$ cat src/rtl/gravador_sequencia.sv
// Sequence recorder: writes one switch value per accepted button press into the
// external 16x4 sequence memory, addresses 0 upward, until N entries are stored.
module gravador_sequencia #(
    parameter int unsigned N = 16
) (
    input  logic       clock,
    input  logic       reset,
    input  logic       gravar,
    input  logic       jogada,
    input  logic [3:0] chaves,
    output logic       mem_we,
    output logic [3:0] mem_endereco,
    output logic [3:0] mem_dado,
    output logic       gravando,
    output logic       pronto,
    output logic [3:0] db_endereco,
    output logic [3:0] db_dado,
    output logic [3:0] db_estado
);

    typedef enum logic [3:0] {
        Inicial    = 4'h0,
        Preparacao = 4'h1,
        Espera     = 4'h2,
        Registra   = 4'h3,
        Escreve    = 4'h4,
        Proximo    = 4'h5,
        Fim        = 4'hF
    } estado_t;

    estado_t    estado;
    logic [3:0] contador;
    logic [3:0] dado;
    logic       jogada_d;
    logic       pendente;
    logic       borda;
    logic       borda_valida;
    logic       fim_c;

    assign borda        = jogada & ~jogada_d;
    assign borda_valida = borda & (chaves != 4'd0);
    assign fim_c        = (contador == 4'(N - 1));

    // An edge is latched into pendente only on edges that leave the FSM in espera, so
    // edges seen in any other state are dropped rather than queued.
    always_ff @(posedge clock) begin
        if (!reset) begin
            estado   <= Inicial;
            contador <= 4'd0;
            dado     <= 4'd0;
            jogada_d <= 1'b0;
            pendente <= 1'b0;
            mem_we   <= 1'b0;
            gravando <= 1'b0;
            pronto   <= 1'b0;
        end else begin
            jogada_d <= jogada;
            pendente <= 1'b0;
            mem_we   <= 1'b0;
            case (estado)
                Inicial: begin
                    if (gravar) begin
                        estado   <= Preparacao;
                        gravando <= 1'b1;
                    end
                end
                Preparacao: begin
                    contador <= 4'd0;
                    dado     <= 4'd0;
                    estado   <= Espera;
                    pendente <= borda_valida;
                end
                Espera: begin
                    if (pendente) begin
                        dado   <= chaves;
                        estado <= Registra;
                    end else begin
                        pendente <= borda_valida;
                    end
                end
                Registra: begin
                    estado <= Escreve;
                    mem_we <= 1'b1;
                end
                Escreve: begin
                    estado <= Proximo;
                end
                Proximo: begin
                    if (fim_c) begin
                        estado   <= Fim;
                        gravando <= 1'b0;
                        pronto   <= 1'b1;
                    end else begin
                        contador <= contador + 4'd1;
                        estado   <= Espera;
                        pendente <= borda_valida;
                    end
                end
                Fim: begin
                    if (gravar) begin
                        estado   <= Preparacao;
                        gravando <= 1'b1;
                        pronto   <= 1'b0;
                    end
                end
                default: begin
                    estado   <= Inicial;
                    gravando <= 1'b0;
                    pronto   <= 1'b0;
                end
            endcase
        end
    end

    assign mem_endereco = contador;
    assign mem_dado     = dado;
    assign db_endereco  = contador;
    assign db_dado      = dado;
    assign db_estado    = estado;

endmodule

$ cat config.mk
export PLATFORM = sky130hd
export DESIGN_NAME = gravador_sequencia
export DESIGN_NICKNAME = d
export VERILOG_FILES = /design/src/rtl/gravador_sequencia.sv
export SDC_FILE = /design/constraint.sdc
export NUM_CORES = 1
export LEC_CHECK = 0
export BUFFER_PORTS_ARGS = -buffer_cell sky130_fd_sc_hd__buf_2
export CAP_MARGIN = 20
export CORE_UTILIZATION = 52
export CTS_BUF_LIST = sky130_fd_sc_hd__clkbuf_4 sky130_fd_sc_hd__clkbuf_8 sky130_fd_sc_hd__clkbuf_16
export DETAILED_ROUTE_END_ITERATION = 8
export MAX_ROUTING_LAYER = met4
export PLACE_DENSITY = 0.89
export REMOVE_ABC_BUFFERS = 1
export SLEW_MARGIN = 20
export SYNTH_ARGS = -nofsm -noshare
export SYNTH_HDL_FRONTEND = slang
export SYNTH_SLANG_ARGS = --single-unit
$ cat constraint.sdc
create_clock -name clock -period 4.47 [get_ports clock]
set_input_delay 0 -clock clock [delete_from_list [all_inputs] [get_ports clock]]
set_output_delay 0 -clock clock [all_outputs]
set_load 0.02 [all_outputs]
==> impl_metrics.ini, run 1 <==
[die]
die_w_um = 43.9
start_util_pct = 58.0
core_um2 = 1580
io_pins = 31
die_h_um = 43.9
die_area_um2 = 1930
rows = 14

[power_and_ir_drop]
ir_drop_v = 0.000227
p_comb_share_pct = 13.2
switching_share_pct = 27.5
power.switching_uw = 78.3
p_int_uw = 206
p_leak_nw = 0.440
pwr-share-seq_pct = 57.7
pwr-share-clk_pct = 29.1
p_per_area_nw_per_um2 = 266

[critical_path]
r2r_slack_ns = 2.65
crit_start = db_estado[1]$_SDFFE_PN0P_
crit_fanout = 18
worstPathCellList = nor4b_1 -> nand3_1 -> a21oi_1
r2r-start = db_estado[1]$_SDFFE_PN0P_
endpoint_kind = flip-flop
cpLargestDelayFamily = simple AND/OR/NAND/NOR gates
path_buf_inv = 0
cp.required_ns = 4.70
path_class = flip-flop to flip-flop
worstPathArrival_ns = 2.04
reg2reg_to = db_dado[1]$_SDFFE_PN0P_
critPathMaxStageDelay_ns = 0.78
r2r_cells = 3
crit_slowest_cell = nor4b_1
worst_setup_path_start_kind = flip-flop

[sta]
period_share_pct = 40.6
rsz0062_at_grt = false
final_hold_viol_count = 0
fin_skew_ns = 0.00315
tightest_slew_ns = 0.878
tns_ns = 0
slew_violations = 0
timing.final.ws_setup_ns = 2.65
setup_viol = 0
min_period_ns = 1.82
max_slew_margin_pct = 40.7
max_freq_ghz = 0.551

[worst_hold_path]
hp-class = input pin to flip-flop
whs_endpoint = db_estado[3]$_SDFFE_PN0P_
hold_start = reset
worstHoldPathCells = 3

[outcome]
violations = design-rule violations
outcome = complete, but fails checks

[synthesis]
synth_top_family_by_area = simple AND/OR/NAND/NOR gates
synth_adder_area_share_pct = 1.37
syn-instance-count = 111
synthMuxAreaShare_pct = 1.23
yosys_warnings = 0
ys_types = 37
synth_area_leader_cell = dfxtp_1
yosysSeqAreaShare_pct = 37.2
synth_compound_area_share_pct = 22.2
synth_top_area_share_pct = 37.2
synthTopCellsByArea = dfxtp_1 (37%), a21oi_1 (7.1%), buf_4 (6.6%)
async_flop_share_pct = 0
synthSimpleGateAreaFrac_pct = 25.2
synth-main-ff-cell = dfxtp_1
synth-edff-count = 0
synth_xor_area_share_pct = 0
synth-seq-cells = 17
avgSynthCellArea_um2 = 8.24
netlist_area_um2 = 915

[placement]
preCtsSetupSlack_ns = 2.73
portBuffers = 30
post-dp-hpwl_mm = 1.39
post_dp_cell_area_um2 = 990
globalplace.congestion = 0.858

[detailed_routing]
drc = 3
first_pass_iters = 7
drt_wl_total_mm = 2.01
ant_nets = 0
vias = 906
drt_iter0_drc = 36
avgViaCountPerCell = 6.00
post_drt_wl_per_cell_um = 13.3

[clock_tree]
cts_tree = done
post_cts_buffers = 0
cts_buffers = 3
cts.clk_slew.worst_paths_ns = 0.10
h-tree-depth = 1
max-clock-path-buffers = 2
clk_latency_ns = 0.29
cts_resized = 0
cts_sinks = 17
cts_root_buf = clkbuf_4

[layout]
n_fill_cell = 144
fin_nets = 145
area_growth_pct = 16.7
fin_util_pct = 67.7
finish.instance_area_um2 = 1070
drive_gt1_share_pct = 28.1
diodes = 0
final_common_cell = buf_2
layout_common_cells = buf_2 (30), dfxtp_1 (17), a21oi_1 (13), nand3_1 (8), nand2_1 (6)

[global_routing]
overflow = 0
grtUsageTotal_pct = 22.1
grt_max_degree = 21
antenna_found_initial = 0
grt_pass1_wl_mm = 3.15
grt_pass1_vias = 728

[job]
maxCapViolCount = 0
[metrics by stage]
step | hold slack (ns) | total power, mW | cells
after floorplan | 0.138 | 0.188 | 96
after global placement | 0.231 | 0.200 | 142
after detailed placement | 0.243 | 0.201 | 142
after CTS | 0.00503 | 0.286 | 151
after global routing | 0.00862 | 0.297 | 151
final | 0.00819 | 0.284 | 151
[layout make-up]
class | count | area [um^2] | area share, %
clock buffers | 3 | 22.5 | 2.11
clock inverters | 1 | 5.00 | 0.469
inverters | 6 | 22.5 | 2.11
multi-input cells | 73 | 457 | 42.8
flip-flops and latches | 17 | 340 | 31.9
well taps | 16 | 20.0 | 1.88
repair buffers | 35 | 200 | 18.8
[per-layer routing]
layer	vias up	part of all wire (%)	track usage (%)
li1	449	-	-
met1	419	45	28.3
met2	36	47	34.6
met3	2	7.1	6.25
met4	0	0.65	5.45
met5	-	0	-
[worst register-to-register path: stages (launching register included)]
cell	delay, ns
dfxtp_1	0.66
nor4b_1	0.78
nand3_1	0.16
a21oi_1	0.15
[sequential cells by signal (all words and copies together) (netlist names)]
| name | count |
|---|---|
| gravando | 1 |
| jogada_d | 1 |
| mem_we | 1 |
| pendente | 1 |
| db_estado | 4 |
| db_dado | 4 |
| pronto | 1 |
| db_endereco | 4 |
[logic make-up (layout without fill, tap and decap cells)]
group | after synthesis | after routing
AOI/OAI and AO/OA | 32 | 32
buffers and inverters | 21 | 45
muxes | 1 | 1
DFF | 17 | 17
and+or+nand+nor | 39 | 39
adders and majority gates | 1 | 1
[how the worst max path moves through the flow]
stage,to,slack (ns),cells after the start
final,db_dado[1]$_SDFFE_PN0P_,2.65,3
after global routing,db_dado[3]$_SDFFE_PN0P_,2.43,3
after CTS,db_dado[2]$_SDFFE_PN0P_,2.71,3
after detailed placement,db_dado[2]$_SDFFE_PN0P_,2.73,3
after global placement,db_dado[1]$_SDFFE_PN0P_,2.79,3
after floorplan,db_dado[0]$_SDFFE_PN0P_,2.80,3
[cell usage after synthesis (2+ instances only)]
| cell | number |
|---|---|
| dfxtp_1 | 17 |
| nand2_1 | 6 |
| inv_1 | 5 |
| nand4_1 | 2 |
| nor2_1 | 4 |
| o211ai_1 | 5 |
| nand3_1 | 8 |
| a31oi_1 | 2 |
| nor3_1 | 5 |
| clkbuf_1 | 5 |
| or3_1 | 2 |
| buf_4 | 8 |
| o21ai_0 | 4 |
| a211o_1 | 2 |
| a21oi_1 | 13 |
| nor4b_1 | 2 |
[power groups by stage]
stage                     clock network (mW)  registers, mW  logic, mW
after global placement                     0          0.167     0.0329
after floorplan                            0          0.170     0.0188
final                                 0.0826          0.164     0.0375
after detailed placement                   0          0.167     0.0338
after global routing                  0.0911          0.165     0.0408
after CTS                             0.0856          0.164     0.0372
[what timing repair did]
item / in CTS / in global routing
hold buffers: 5 / 0
endpoints found under the setup margin: 0 / 0
endpoints found under the hold margin: 5 / 0
Note: power is estimated with default switching activity, not from simulation.
==> run 2, diff against run 1 <==
--- a/config.mk
+++ b/config.mk
@@ -7,11 +7,12 @@
 export LEC_CHECK = 0
 export BUFFER_PORTS_ARGS = -buffer_cell sky130_fd_sc_hd__buf_2
 export CAP_MARGIN = 20
-export CORE_UTILIZATION = 52
+export CORE_ASPECT_RATIO = 0.7
+export CORE_UTILIZATION = 48
 export CTS_BUF_LIST = sky130_fd_sc_hd__clkbuf_4 sky130_fd_sc_hd__clkbuf_8 sky130_fd_sc_hd__clkbuf_16
 export DETAILED_ROUTE_END_ITERATION = 8
 export MAX_ROUTING_LAYER = met4
-export PLACE_DENSITY = 0.89
+export PLACE_DENSITY = 0.84
 export REMOVE_ABC_BUFFERS = 1
 export SLEW_MARGIN = 20
 export SYNTH_ARGS = -nofsm -noshare
==> constraint.sdc (replaced) <==
create_clock -name clock -period 1.9 [get_ports clock]
set_input_delay 0 -clock clock [delete_from_list [all_inputs] [get_ports clock]]
set_output_delay 0 -clock clock [all_outputs]
set_load 0.02 [all_outputs]
==> run 2 against run 1 <==
Against the previous run: the flow now finishes without violations; non-clock buffer count increased by 5; final cell count increased by 6.6%; register-to-register slack got worse by 2.3 ns; sequential share of layout area decreased by 1.3 points; via count increased by 4.6%; wire length increased by 12%; power increased by 150%; flip-flop and latch count unchanged; core utilization decreased by 1.5 points; clock power increased to 2.6 times the previous value; worst hold slack improved by 0.0093 ns; die area increased by 8.1%; largest cell class unchanged.
==> impl_metrics.ini, run 2 (synthesized netlist as in run 1, its figures left out) <==
[placement]
post_dp_cell_area_um2 = 1030
portBuffers = 30
globalplace.congestion = 0.878
post-dp-hpwl_mm = 1.53

[die]
rows = 12
io_pins = 31
core_um2 = 1680
die_area_um2 = 2090
die_h_um = 38.5
die_w_um = 54.2
start_util_pct = 54.4

[layout]
layout_common_cells = buf_2 (30), dfxtp_1 (17), a21oi_1 (13), nand3_1 (8), nand2_1 (6)
final_common_cell = buf_2
area_growth_pct = 21.8
drive_gt1_share_pct = 30.7
finish.instance_area_um2 = 1110
fin_util_pct = 66.2
diodes = 0
fin_nets = 150

[clock_tree]
cts_tree = done
cts_sinks = 17
post_cts_buffers = 0
cts_resized = 0
h-tree-depth = 1
cts_root_buf = clkbuf_4
cts.clk_slew.worst_paths_ns = 0.10
clk_latency_ns = 0.29
max-clock-path-buffers = 2
cts_hold_buf = 5
cts_buffers = 3

[global_routing]
grt_pass1_vias = 797
grtUsageTotal_pct = 25.5
overflow = 0
antenna_found_initial = 0
grt_pass1_wl_mm = 3.57
grt_max_degree = 16

[critical_path]
crit_slowest_cell = dfxtp_1
crit_fanout = 8
endpoint_kind = flip-flop
worstPathArrival_ns = 1.74
path_class = flip-flop to flip-flop
path_buf_inv = 0
cp.required_ns = 2.11
critPathMaxStageDelay_ns = 0.42
worstPathCellList = ha_1 -> and3_1 -> o21ai_0 -> a311oi_1
r2r-start = db_endereco[1]$_SDFFE_PN0P_
cpLargestDelayFamily = compound AO/OA/AOI/OAI gates
worst_setup_path_start_kind = flip-flop
crit_start = db_endereco[1]$_SDFFE_PN0P_

[detailed_routing]
post_drt_wl_per_cell_um = 14.0
drt_iter0_drc = 24
drt_wl_total_mm = 2.25
vias = 948
wl_met1_mm = 1.06
wl_met2_mm = 1.03
wl_met3_um = 139
drc = 0
avgViaCountPerCell = 5.89
first_pass_iters = 4
top_layer = met4
ant_nets = 0

[sta]
max_slew_margin_pct = 77.0
min_period_ns = 1.53
holdWs_ns = 0.0174
setup_viol = 0
period_share_pct = 80.4
rsz0062_at_grt = false
fin_skew_ns = 0.00227
final_hold_viol_count = 0
slew_violations = 0
tns_ns = 0
max_freq_ghz = 0.655
tightest_slew_ns = 0.340

[outcome]
outcome = finished, final reports clean

[power_and_ir_drop]
ir_drop_v = 0.000587
power.total_uw = 699
p_leak_nw = 0.467
p_per_area_nw_per_um2 = 628

[job]
maxCapViolCount = 0

[worst_hold_path]
hp-class = input pin to flip-flop
hold_start = reset
[run 2: path summary, 6_finish.rpt]
check / to / slack [ns] / depth (start not counted)
setup / recovery: db_estado[0]$_SDFFE_PN0P_ / 0.37 / 4
hold / removal: db_estado[3]$_SDFFE_PN0P_ / 0.02 / 3
setup reg to reg: db_estado[0]$_SDFFE_PN0P_ / 0.37 / 4
hold reg to reg: pendente$_SDFF_PN0_ / 0.49 / 3
[run 2: area by class of cell]
class	count	area, um^2
Fill cell	159	568
Multi-Input combinational cell	73	457
Sequential cell	17	340
Timing Repair Buffer	40	238
Clock buffer	4	30.0
Tap cell	21	26.3
Inverter	6	22.5
[run 2: routing by layer]
layer	vias up	global-route usage, %
met3	2	8.33
met5	-	-
met2	41	38.4
li1	463	-
met1	442	32.1
met4	0	8.33
[run 2: where the power goes]
group / internal (mW) / switching, mW
clock network: 0.0961 / 0.117
registers: 0.365 / 0.00902
logic: 0.0480 / 0.0634
[run 2: worst min-delay path, delay by kind of cell]
kind,cells,cell delay (ns)
buffers and inverters,1,0.14
AND/OR/NAND/NOR,2,0.14
[run 2: metrics by stage]
stage / std cells / setup slack [ns]
after floorplan: 96 / 0.225
after global placement: 152 / 0.435
after detailed placement: 152 / 0.411
after CTS: 161 / 0.387
after global routing: 161 / 0.254
final: 161 / 0.372
